`config.mk`:
```
export PLATFORM = sky130hd
export DESIGN_NAME = next_pc_ras
export DESIGN_NICKNAME = d
export VERILOG_FILES = /design/src/rtl/next_pc_ras.sv
export SDC_FILE = /design/constraint.sdc
export NUM_CORES = 1
export LEC_CHECK = 0
export ABC_AREA = 0
export CORE_MARGIN = 3
export CORE_UTILIZATION = 35
export CTS_CLUSTER_DIAMETER = 30
export DETAILED_ROUTE_END_ITERATION = 12
export PLACE_DENSITY_LB_ADDON = 0.1
export SLEW_MARGIN = 20
export SYNTH_ARGS = -nofsm -noshare
export SYNTH_HDL_FRONTEND = slang
export SYNTH_SLANG_ARGS = --single-unit
```
`constraint.sdc`:
```
create_clock -name clk -period 13.15 [get_ports clk]
set_clock_uncertainty 0.05 [all_clocks]
set_input_delay 1.9725 -clock clk [delete_from_list [all_inputs] [get_ports clk]]
set_output_delay 1.9725 -clock clk [all_outputs]
set_load 0.02 [all_outputs]
```
`src/rtl/next_pc_ras.sv`:
```
// Program-counter unit for the single-cycle MIPS core. It provides four
// next-PC modes, a stall hold and a link address. A circular return-address
// stack checks each function return against the address its call pushed.
module next_pc_ras #(
  parameter logic [31:0] RESET_PC  = 32'h0000_3000,
  parameter int          RAS_DEPTH = 4,
  parameter int          CNT_W     = 8
) (
  input  logic             clk,
  input  logic             reset,
  input  logic             stall,
  input  logic [1:0]       npc_mode,
  input  logic             cond,
  input  logic [15:0]      imm16,
  input  logic [25:0]      imm26,
  input  logic [31:0]      rs_val,
  input  logic             link,
  input  logic             ret,
  output logic [31:0]      pc,
  output logic [31:0]      pc_plus4,
  output logic [31:0]      npc,
  output logic             misalign,
  output logic             ras_valid,
  output logic [31:0]      ras_top,
  output logic             ras_mismatch,
  output logic [CNT_W-1:0] mismatch_cnt
);

  localparam int PTR_W = (RAS_DEPTH > 1) ? $clog2(RAS_DEPTH) : 1;
  localparam int OCC_W = PTR_W + 1;
  localparam logic [PTR_W-1:0] PTR_ONE  = PTR_W'(1);
  localparam logic [OCC_W-1:0] OCC_ONE  = OCC_W'(1);
  localparam logic [OCC_W-1:0] OCC_FULL = OCC_W'(RAS_DEPTH);

  logic [31:0]      ras_mem [RAS_DEPTH];
  logic [PTR_W-1:0] ptr;
  logic [PTR_W-1:0] top_idx;
  logic [OCC_W-1:0] count;
  logic [31:0]      branch_off;
  logic             push_op;
  logic             swap_op;
  logic             pop_op;
  logic             wr_en;
  logic [PTR_W-1:0] wr_idx;

  assign pc_plus4   = pc + 32'd4;
  assign branch_off = {{14{imm16[15]}}, imm16, 2'b00};

  // Next-PC selection; register targets always have their low bits cleared.
  always_comb begin
    npc = pc_plus4;
    case (npc_mode)
      2'b00: npc = pc_plus4;
      2'b01: npc = cond ? (pc_plus4 + branch_off) : pc_plus4;
      2'b10: npc = {pc_plus4[31:28], imm26, 2'b00};
      2'b11: npc = {rs_val[31:2], 2'b00};
      default: npc = pc_plus4;
    endcase
  end

  assign misalign     = (npc_mode == 2'b11) && (rs_val[1:0] != 2'b00);
  assign top_idx      = ptr - PTR_ONE;
  assign ras_valid    = (count != '0);
  assign ras_top      = ras_valid ? ras_mem[top_idx] : 32'd0;
  assign ras_mismatch = ret & ras_valid & (npc != ras_top);

  // Decode stack operation: link+ret on an empty stack degrades to a push.
  always_comb begin
    push_op = 1'b0;
    swap_op = 1'b0;
    pop_op  = 1'b0;
    wr_en   = 1'b0;
    wr_idx  = ptr;
    if (!stall) begin
      if (link && (!ret || !ras_valid)) begin
        push_op = 1'b1;
        wr_en   = 1'b1;
        wr_idx  = ptr;
      end else if (link && ret) begin
        swap_op = 1'b1;
        wr_en   = 1'b1;
        wr_idx  = top_idx;
      end else if (ret && ras_valid) begin
        pop_op = 1'b1;
      end
    end
  end

  // PC register: hold on stall, otherwise load the next PC.
  always_ff @(posedge clk or negedge reset) begin
    if (!reset) begin
      pc <= RESET_PC;
    end else if (!stall) begin
      pc <= npc;
    end
  end

  // Stack entries, one register per slot written with the link address.
  genvar gi;
  generate
    for (gi = 0; gi < RAS_DEPTH; gi++) begin : g_entry
      always_ff @(posedge clk or negedge reset) begin
        if (!reset) begin
          ras_mem[gi] <= 32'd0;
        end else if (wr_en && (wr_idx == PTR_W'(gi))) begin
          ras_mem[gi] <= pc_plus4;
        end
      end
    end
  endgenerate

  // Stack pointer and occupancy; a push on a full stack overwrites the oldest.
  always_ff @(posedge clk or negedge reset) begin
    if (!reset) begin
      ptr   <= '0;
      count <= '0;
    end else if (push_op) begin
      ptr <= ptr + PTR_ONE;
      if (count != OCC_FULL) begin
        count <= count + OCC_ONE;
      end
    end else if (pop_op) begin
      ptr   <= ptr - PTR_ONE;
      count <= count - OCC_ONE;
    end
  end

  // Saturating count of mismatches seen on non-stalled cycles.
  always_ff @(posedge clk or negedge reset) begin
    if (!reset) begin
      mismatch_cnt <= '0;
    end else if (!stall && ras_mismatch && (mismatch_cnt != '1)) begin
      mismatch_cnt <= mismatch_cnt + CNT_W'(1);
    end
  end

endmodule

```
Word level (Yosys, flattened, before mapping)
Cells that the tools add are included.
{ "totals": {"regBits": 173, "output_inout_bits": 139, "elab_cells": 72} }
{ "classes": {"n_eq_ne": 10, "n_reduce_logical": 20, "magnitude_cmp": 1, "bitwise": 3, "mux": 23, "n_addsub": 7} }
{ "op_table": {"columns": ["cell", "count"], "rows": [
  ["32-bit two-way mux", 4],
  ["32-bit one-hot mux with 4 select lines", 1],
  ["32-bit binary-select mux with 2-bit select", 1],
  ["32-bit by 3-bit adder with 32-bit output (second input constant)", 1],
  ["32-bit adder", 1],
  ["32-bit != test", 1],
  ["1-bit logical AND", 10],
  ["2-bit two-way mux", 5],
  ["1-bit two-way mux", 9],
  ["3-bit two-way mux", 3],
  ["8-bit by 1-bit adder with 8-bit output (second input constant)", 1],
  ["2-bit == test (second input constant)", 4],
  ["8-bit != test (second input constant)", 1],
  ["2-bit by 1-bit == test with 1-bit output (second input constant)", 2],
  ["2-bit zero test", 2],
  ["2-bit nonzero test", 2],
  ["3-bit by 1-bit adder with 3-bit output (second input constant)", 1],
  ["3-bit >= comparator (second input constant)", 1],
  ["1-bit zero test", 3],
  ["3-bit != test (second input constant)", 1],
  ["2-bit NOT with 3-bit output", 1],
  ["3-bit nonzero test", 1],
  ["3-bit by 1-bit subtractor with 3-bit output (second input constant)", 1],
  ["2-bit by 1-bit adder with 2-bit output (second input constant)", 1],
  ["other kinds (5)", 6]
]} }

Logic depth before layout (Yosys ltp)
Gate-level depths: netlist of run 1.
{ "depth": {"word_depth": 10, "mapped_depth": 21} }

Worst setup path after synthesis of run 1
OpenSTA, ideal clock, no wires.
{ "synth_timing": {"kind": "in2out", "startpoint": "input port imm16[0]", "endpoint": "output port ras_mismatch", "slack_ns": 5.980, "stages": 13, "t_arrival_ns": 5.148, "n_path_buf": 0, "cell_sequence": "ha_1 inv_1 fa_1 nand2b_1 a211oi_2 o21ai_1 o21bai_2 a22oi_1 mux2i_1 nor3b_1 a2111oi_4 nand4_4 nor2b_1"} }
{ "synth_via": {"elab_chain_cells": 5} }
{ "synth_rtl": {"columns": ["item", "line_no", "source"], "rows": [
  ["from (decl)", "14", "input logic [15:0] imm16,"],
  ["32-bit adder", "54", "2'b01: npc = cond ? (pc_plus4 + branch_off) : pc_plus4;"],
  ["32-bit two-way mux", "54", null],
  ["32-bit one-hot mux with 4 select lines", "52", "case (npc_mode)"],
  ["via npc[30]", "21", "output logic [31:0] npc,"],
  ["32-bit != test", "65", "assign ras_mismatch = ret & ras_valid & (npc != ras_top);"],
  ["1-bit AND", "65", null],
  ["to (decl)", "25", "output logic ras_mismatch,"]
]} }
The timed path passes the listed nets, and every way through them passes these cells.

Worst setup path after layout of run 1
{ "layout_timing": {"startpoint": "input port imm16[15]", "endpoint": "output port ras_mismatch"} }
{ "layout_via": {"elab_chain_cells": 5} }
{ "layout_rtl": {"columns": ["item", "line_no"], "rows": [
  ["32-bit adder", "54"],
  ["32-bit two-way mux", "54"],
  ["32-bit one-hot mux with 4 select lines", "52"],
  ["32-bit != test", "65"],
  ["1-bit AND", "65"]
]} }
No other way between the ends.

==> implementation parameters, run 1 <==
Parameter                              Value

Worst setup path
  Worst path slowest cell ... clkdlybuf4s50_1
  Count of buffering cells on the critical path with inverters included ... 2
  WP data required ... 11.13 ns
  Critical Path Stages ... 14
  Crit end category ... output port
  Cell family with most CP delay ... compound AO/OA/AOI/OAI gates
  Reg-to-reg critical path startpoint ... pc[2]
  Data arrival time of the critical path ... 6.91 ns
  CP startpoint kind ... input port
  Cell-by-cell trace of the critical path ... clkdlybuf4s50_1 > ha_1 > nand2_1 > o21ai_1 > o211ai_1 > nand2_1 > a21o_1 > a21oi_1 > o221ai_1 > xor2_1 > a2111oi_4 > nand4_4 > nor2b_1 > clkdlybuf4s50_1
  Delay contributed by the slowest stage of the critical path ... 0.91 ns
  Crit path max fanout ... 23
  Start-to-end type of the worst setup path ... in -> out
  Reg2Reg Setup Slack ... 7.16 ns
  Endpoint of the lowest-slack register-to-register path ... mismatch_cnt[1]
  Logic depth of the worst register-to-register path ... 18

Logic synthesis
  Sequential area share after synthesis ... 35.39%
  Number of synthesized register bits ... 173
  Yosys synthesis warning count ... 0
  Syn avg cell area ... 8.781 um2
  Summed instance area of the synthesized netlist ... 0.01224 mm2
  Number of synthesized flops with an enable pin ... 0
  Synth Flop Type ... dfrtp_1
  Post-Syn Nets ... 1,513
  Proportion of synthesized flip-flops having asynchronous set or reset ... 100.0%
  Post-synthesis cell count ... 1,394
  Count of unique library cells instantiated by Yosys ... 90

Worst hold path
  Hold WC Path Type ... reg -> reg
  Worst Hold Path EP ... ras_mem[62]
  Hold Path Depth ... 2
  Min-delay src ... ras_mem[62]

Clock tree
  Post-CTS setup buffer count ... 0
  Quantity of gates resized following cts ... 0
  Clock tree from TritonCTS ... done
  Clock edge transition at the registers on the reported setup and hold paths ... 0.06 ns
  H-tree levels ... 4
  Root Buffer ... clkbuf_16
  Insertion delay to the later sink of the worst-skew pair ... 0.43 ns
  CTS Buffer Depth ... 2
  Hold buffers post-CTS ... 0
  Inserted Clock Buffers ... 17
  Number of sinks driven by the clock tree ... 173

STA
  Count of final setup violators ... 0
  Final TNS setup ... 0 ns
  Max Freq ... 112.0 MHz
  Share of the cycle needed by the critical path after routing ... 67.92%
  Final max-slew violation count ... 0
  Worst slew pin tran ... 0.9593 ns
  Headroom to the max-slew limit ... 36.04%
  Worst hold margin ... 0.4270 ns
  Min Tclk post-route ... 8.932 ns
  Worst-case setup margin in the final layout ... 4.218 ns
  Number of failing hold endpoints at the final stage ... 0
  RSZ-0062 raised after global routing ... no

Detailed routing
  Detail Route Antenna Nets ... 0
  Wire length per cell ... 23.28 um
  Drt first-iter violations ... 963
  Vias after detailed routing ... 11.51k
  Total iterations of the first detailed-routing run ... 6
  Drt drc ... 0
  Number of vias per cell after detailed routing ... 5.675
  Post-Route WL ... 47.20 mm

Placed design
  Count of input and output buffers ... 220
  DP HPWL ... 36.32 mm
  Post-place setup slack ... 4.384 ns
  RD Place Congestion ... 0.9171
  Cell count after placement ... 1,996
  Placed standard-cell area ... 0.01477 mm2

Layout
  Layout Utilization ... 45.11%
  Post-route cell area ... 0.01535 mm2
  Number of diodes added for antenna fixing ... 0
  Fillers ... 3,389
  Net count reported at finish ... 1,686
  Area Overhead vs Synth ... 25.44%
  Commonest non-fill, non-tap cell in the layout ... clkdlybuf4s50_1
  Commonest cells after routing, fill and taps aside ... clkdlybuf4s50_1, dfrtp_1, nor2_1, a21oi_1, nand2_1
  Count of non-filler cells in the finished layout ... 2,028
  Layout cells sized above 1 ... 10.95%

Floorplan
  Vertical die dimension ... 193.0 um
  Die span in x ... 193.0 um
  Starting density of the core ... 35.96%
  Placeable core area ... 0.03404 mm2
  Number of I/O pins ... 221
  DIE AREA ... 0.03725 mm2
  Number of cell rows ... 67

Power
  Static Leakage ... 6.255 nW
  Net switching power ... 1.696 mW
  Clk pwr share ... 13.8%
  Power Density ... 238.1 mW/mm2
  Share of power burned in combinational logic ... 60.9%
  Relative contribution of sequential cells to total power ... 25.3%
  Worst ir drop on vdd ... 113.2 uV
  Power consumption ... 3.656 mW
  Switching part of the total ... 46.40%
  Total internal power ... 1.959 mW

Global routing
  Overflow after GRT ... 0
  Maximum number of pins on one net before global-route repair ... 103
  Wire length of the first global-routing pass ... 70.28 mm
  Initial antenna violation count ... 1
  Via count of the first global-routing pass ... 11.28k
  Overall global routing resource usage ... 25.20%

Job
  Reported max-cap violation count ... 0

Status
  Status ... complete, no violations
## power groups by stage
stage / sequential [mW] / clock, mW / combinational [mW]
detailed placement: 0.933 / 0 / 2.21
global placement: 0.927 / 0 / 2.21
floorplan: 0.904 / 0 / 1.34
finish: 0.924 / 0.505 / 2.23
CTS: 0.924 / 0.518 / 2.22
global route: 0.956 / 0.539 / 2.39
## registers in the layout (all words and copies together), names as in the netlist
register,flops
mismatch_cnt,8
pc,32
ptr,2
count,3
ras_mem,128
## routing by layer
layer	GRT usage, %	routed length, um
met5	0	0
met4	9.485	1715
met3	3.508	3036
met2	39.33	21060
met1	35.70	21400
## area by class of cell
type | count | area (um2) | area share [%]
sequential | 173 | 4333 | 28.22
inverter | 69 | 259.0 | 1.687
tap | 448 | 560.5 | 3.651
timing repair buffer | 237 | 2316 | 15.08
multi-input combinational | 1069 | 7297 | 47.52
clock buffer | 23 | 478.0 | 3.113
clock inverter | 9 | 111.4 | 0.7252
## synth_stat cells (5+ instances only)
library cell / count / area, um2
inv_1: 63 / 236.5
a211oi_1: 11 / 82.58
xor2_1: 37 / 324.1
nand4_1: 25 / 156.4
mux4_2: 32 / 720.7
nor4_1: 17 / 106.4
and4_1: 8 / 70.07
mux2_2: 46 / 518.0
o211ai_1: 12 / 90.09
buf_1: 7 / 26.28
o21ai_0: 78 / 390.4
nand3_1: 33 / 165.2
buf_4: 6 / 45.04
mux2i_1: 25 / 250.2
nand2_1: 133 / 499.2
o221ai_1: 5 / 43.79
a21oi_1: 158 / 790.8
clkbuf_1: 46 / 172.7
a21o_1: 8 / 60.06
buf_2: 22 / 110.1
ha_1: 35 / 437.9
a22oi_1: 9 / 67.56
nor3_1: 12 / 60.06
nor2b_1: 11 / 68.82
nand2b_1: 16 / 100.1
nor2_1: 170 / 638.1
a31oi_1: 11 / 68.82
dfrtp_1: 171 / 4279
xnor2_1: 30 / 262.8
a221oi_1: 6 / 52.55
and2_1: 28 / 175.2
o21a_1: 6 / 45.04
or3_1: 6 / 37.54
o21ai_1: 5 / 25.02
inv_2: 5 / 18.77
and3_1: 9 / 56.30
a22o_1: 5 / 43.79
## worst max-delay path by stage
stage          slack (ns)       from            to
6_report             4.22  imm16[15]  ras_mismatch
5_1_grt              3.99  imm16[15]  ras_mismatch
4_1_cts              4.35  imm16[15]  ras_mismatch
3_5_place_dp         4.38  imm16[15]  ras_mismatch
3_3_place_gp         4.45  imm16[15]  ras_mismatch
2_1_floorplan        5.98   imm16[0]  ras_mismatch
## cell families after synthesis
logic type | count (synthesis) | synth area share, %
compound gates | 364 | 18.58
xor+xnor | 69 | 5.060
fa+ha+maj | 37 | 3.905
buf+inv | 152 | 5.193
flops | 173 | 35.39
mux | 104 | 12.29
simple gates | 495 | 19.59
## tightest hold or removal path: stages, from the launching register on
cell     delay, ns
dfrtp_1       0.34
nand2_1       0.04
o21ai_0       0.06
No activity file was read; power rests on OpenSTA's default activity.
==> inputs of run 2 (changes only) <==
==> constraint.sdc (replaced) <==
create_clock -name clk -period 7.5 [get_ports clk]
set_clock_uncertainty 0.05 [all_clocks]
set_input_delay 1.125 -clock clk [delete_from_list [all_inputs] [get_ports clk]]
set_output_delay 1.125 -clock clk [all_outputs]
set_load 0.02 [all_outputs]
==> run 2 against run 1 <==
Against the previous run:
- final cell count up 2.1%
- largest cell class unchanged
- via count up 1.4%
- utilization up 1.4 points
- routed wire length up 4.2%
- power up 80%
- sequential share of layout area down 0.83 points
- critical path depth up 4
- highest routed layer is now met5
==> implementation parameters, run 2 (synthesis gave the netlist of run 1 again) <==
Parameter                              Value

STA
  Count of final setup violators ... 0 (unchanged)
  Min Tclk post-route ... 7.269 ns
  Number of failing hold endpoints at the final stage ... 0 (unchanged)
  Share of the cycle needed by the critical path after routing ... 96.92%
  Worst slew pin tran ... 1.028 ns (+0.06868 ns)
  Max Freq ... 137.6 MHz
  Headroom to the max-slew limit ... 30.97% (-5.1 points)
  Final max-slew violation count ... 0 (unchanged)

Global routing
  Wire length of the first global-routing pass ... 71.55 mm (+1.8%)
  Via count of the first global-routing pass ... 11.30k (+0.23%)
  Overflow after GRT ... 0 (unchanged)
  Overall global routing resource usage ... 25.95% (+0.75 points)
  Maximum number of pins on one net before global-route repair ... 99 (-3.9%)
  Initial antenna violation count ... 1 (unchanged)

Layout
  Area Overhead vs Synth ... 29.22%
  Commonest cells after routing, fill and taps aside ... clkdlybuf4s50_1, dfrtp_1, nor2_1, a21oi_1, nand2_1
  Net count reported at finish ... 1,729 (+2.6%)
  Layout cells sized above 1 ... 14.11% (+3.2 points)
  Top Registers ... ras_mem: 128 flops, pc: 32 flops, mismatch_cnt: 8 flops
  Number of flip-flops under the largest register name ... 128 (unchanged)
  Layout Utilization ... 46.47% (+1.4 points)
  Commonest non-fill, non-tap cell in the layout ... clkdlybuf4s50_1
  Number of diodes added for antenna fixing ... 0 (unchanged)
  Register ranked first by flip-flop count ... ras_mem

Detailed routing
  Total iterations of the first detailed-routing run ... 5 (-1)
  Post-Route WL ... 49.20 mm (+4.2%)
  Wire length per cell ... 23.75 um (+2.1%)
  Drt drc ... 0 (unchanged)
  Detail Route Antenna Nets ... 0 (unchanged)
  Number of vias per cell after detailed routing ... 5.634 (-0.72%)
  Drt first-iter violations ... 890 (-7.6%)
  Vias after detailed routing ... 11.67k (+1.4%)

Worst setup path
  Crit path max fanout ... 8 (-65%)
  Data arrival time of the critical path ... 6.09 ns (-0.82 ns)
  Count of buffering cells on the critical path with inverters included ... 2 (unchanged)
  Worst path slowest cell ... clkdlybuf4s50_1
  Cell-by-cell trace of the critical path ... ha_1 > and4_1 > and4bb_2 > nand3_1 > xnor2_4 > inv_1 > ha_1 > and2_1 > a211o_1 > a21oi_1 > and4_1 > a211oi_1 > a221o_1 > xnor2_1 > and4bb_1 > nand4_4 > nor2b_1 > clkdlybuf4s50_1
  Cell family with most CP delay ... simple AND/OR/NAND/NOR gates
  CP startpoint kind ... flip-flop
  WP data required ... 6.32 ns (-4.81 ns)
  Delay contributed by the slowest stage of the critical path ... 0.55 ns (-0.36 ns)
  Start-to-end type of the worst setup path ... reg -> out
  Crit end category ... output port

Power
  Static Leakage ... 6.507 nW (+4.0%)
  Clk pwr share ... 13.7% (about the same)
  Switching part of the total ... 46.39% (about the same)
  Total internal power ... 3.521 mW (+80%)
  Relative contribution of sequential cells to total power ... 25.3% (about the same)
  Power Density ... 415.2 mW/mm2 (+74%)
  Share of power burned in combinational logic ... 61.1% (+0.2 points)
  Worst ir drop on vdd ... 223.6 uV (+98%)
  Net switching power ... 3.046 mW (+80%)
  Power consumption ... 6.567 mW (+80%)

Placed design
  DP HPWL ... 38.36 mm (+5.6%)
  Count of input and output buffers ... 220 (unchanged)
  RD Place Congestion ... 0.9287 (+1.3%)

Worst hold path
  Hold WC Path Type ... reg -> reg

Clock tree
  Hold buffers post-CTS ... 0 (unchanged)
  H-tree levels ... 4 (unchanged)
  Inserted Clock Buffers ... 17 (unchanged)
  Clock edge transition at the registers on the reported setup and hold paths ... 0.07 ns (about the same)
  Root Buffer ... clkbuf_16
  Number of sinks driven by the clock tree ... 173 (unchanged)
  Clock tree from TritonCTS ... done
  Insertion delay to the later sink of the worst-skew pair ... 0.43 ns (about the same)
  CTS Buffer Depth ... 2 (unchanged)

Floorplan
  Die span in x ... 193.0 um (unchanged)
  Number of cell rows ... 67 (unchanged)
  Number of I/O pins ... 221 (unchanged)
  Starting density of the core ... 35.96% (unchanged)
  Vertical die dimension ... 193.0 um (unchanged)
  Placeable core area ... 0.03404 mm2 (unchanged)
  DIE AREA ... 0.03725 mm2 (unchanged)

Job
  Reported max-cap violation count ... 0 (unchanged)

Status
  Status ... complete, no violations
==> run 2: changes by cell type in the layout (fill, tap and decap cells not counted), moves of 2 or more <==
cell,delta
buf_4,+43
xor2_1,-5
xor2_4,+3
clkinv_4,-2
nor4_1,-2
o21ai_0,-2
xnor2_1,-2
xor2_2,+2
==> run 2: metrics by stage <==
stage | std cells | setup WS, ns | cell area, um2 | hold WS (ns) | TNS (ns)
2_1_floorplan | 1394 | 1.497 | 12240 | 0.3948 | 0
3_3_place_gp | 2036 | 0.3717 | 15070 | 0.4068 | 0
3_5_place_dp | 2036 | 0.3247 | 15070 | 0.4161 | 0
4_1_cts | 2068 | 0.007091 | 15670 | 0.4304 | 0
5_1_grt | 2071 | -0.01042 | 15820 | 0.4415 | -0.01042
6_report | 2071 | 0.2313 | 15820 | 0.4256 | 0
==> run 2: path summary, 6_finish.rpt <==
check	from	endpoint	slack [ns]	depth (start not counted)
setup reg to reg	pc[2]	mismatch_cnt[1]	2.00	18
max in group asynchronous	reset	ras_mem[72]	5.03	2
setup / recovery	pc[2]	ras_mismatch	0.23	18
hold / removal	ras_mem[58]	ras_mem[58]	0.43	2
min in group asynchronous	reset	ras_mem[32]	0.73	1
hold reg to reg	ras_mem[58]	ras_mem[58]	0.43	2
==> run 2: tightest hold or removal path, cell delays in order (launching register included) <==
cell     delay [ns]
dfrtp_1        0.34
nand2_1        0.04
o21ai_0        0.06
==> run 2: metal layers <==
metal	GRT usage (%)	part of all wire, %	vias up
met5	0	0.026	-
met4	9.680	3.6	2
met3	3.489	5.7	90
met2	39.96	44	425
met1	37.37	47	5715
li1	-	-	5436
==> run 2: power groups by stage <==
| stage | Combinational [mW] | Sequential [mW] | Clock (mW) |
|---|---|---|---|
| floorplan | 2.36 | 1.58 | 0 |
| global placement | 3.95 | 1.66 | 0 |
| detailed placement | 3.96 | 1.67 | 0 |
| CTS | 3.98 | 1.66 | 0.922 |
| global route | 4.28 | 1.72 | 0.962 |
| finish | 4.01 | 1.66 | 0.899 |
==> run 2: final cells by class <==
cell class / count / area [um2]
Inverter: 69 / 259.0
Multi-Input combinational cell: 1069 / 7431
Sequential cell: 173 / 4333
Clock inverter: 9 / 107.6
Fill cell: 3380 / 18220
Clock buffer: 23 / 488.0
Timing Repair Buffer: 280 / 2639
Tap cell: 448 / 560.5
==> run 2: timing repair <==
action | 4_1_cts | 5_1_grt
gates resized for setup | 2 | 17
pin swaps | 1 | 1
setup endpoints to repair | 1 | 1
buffers inserted | 0 | 3
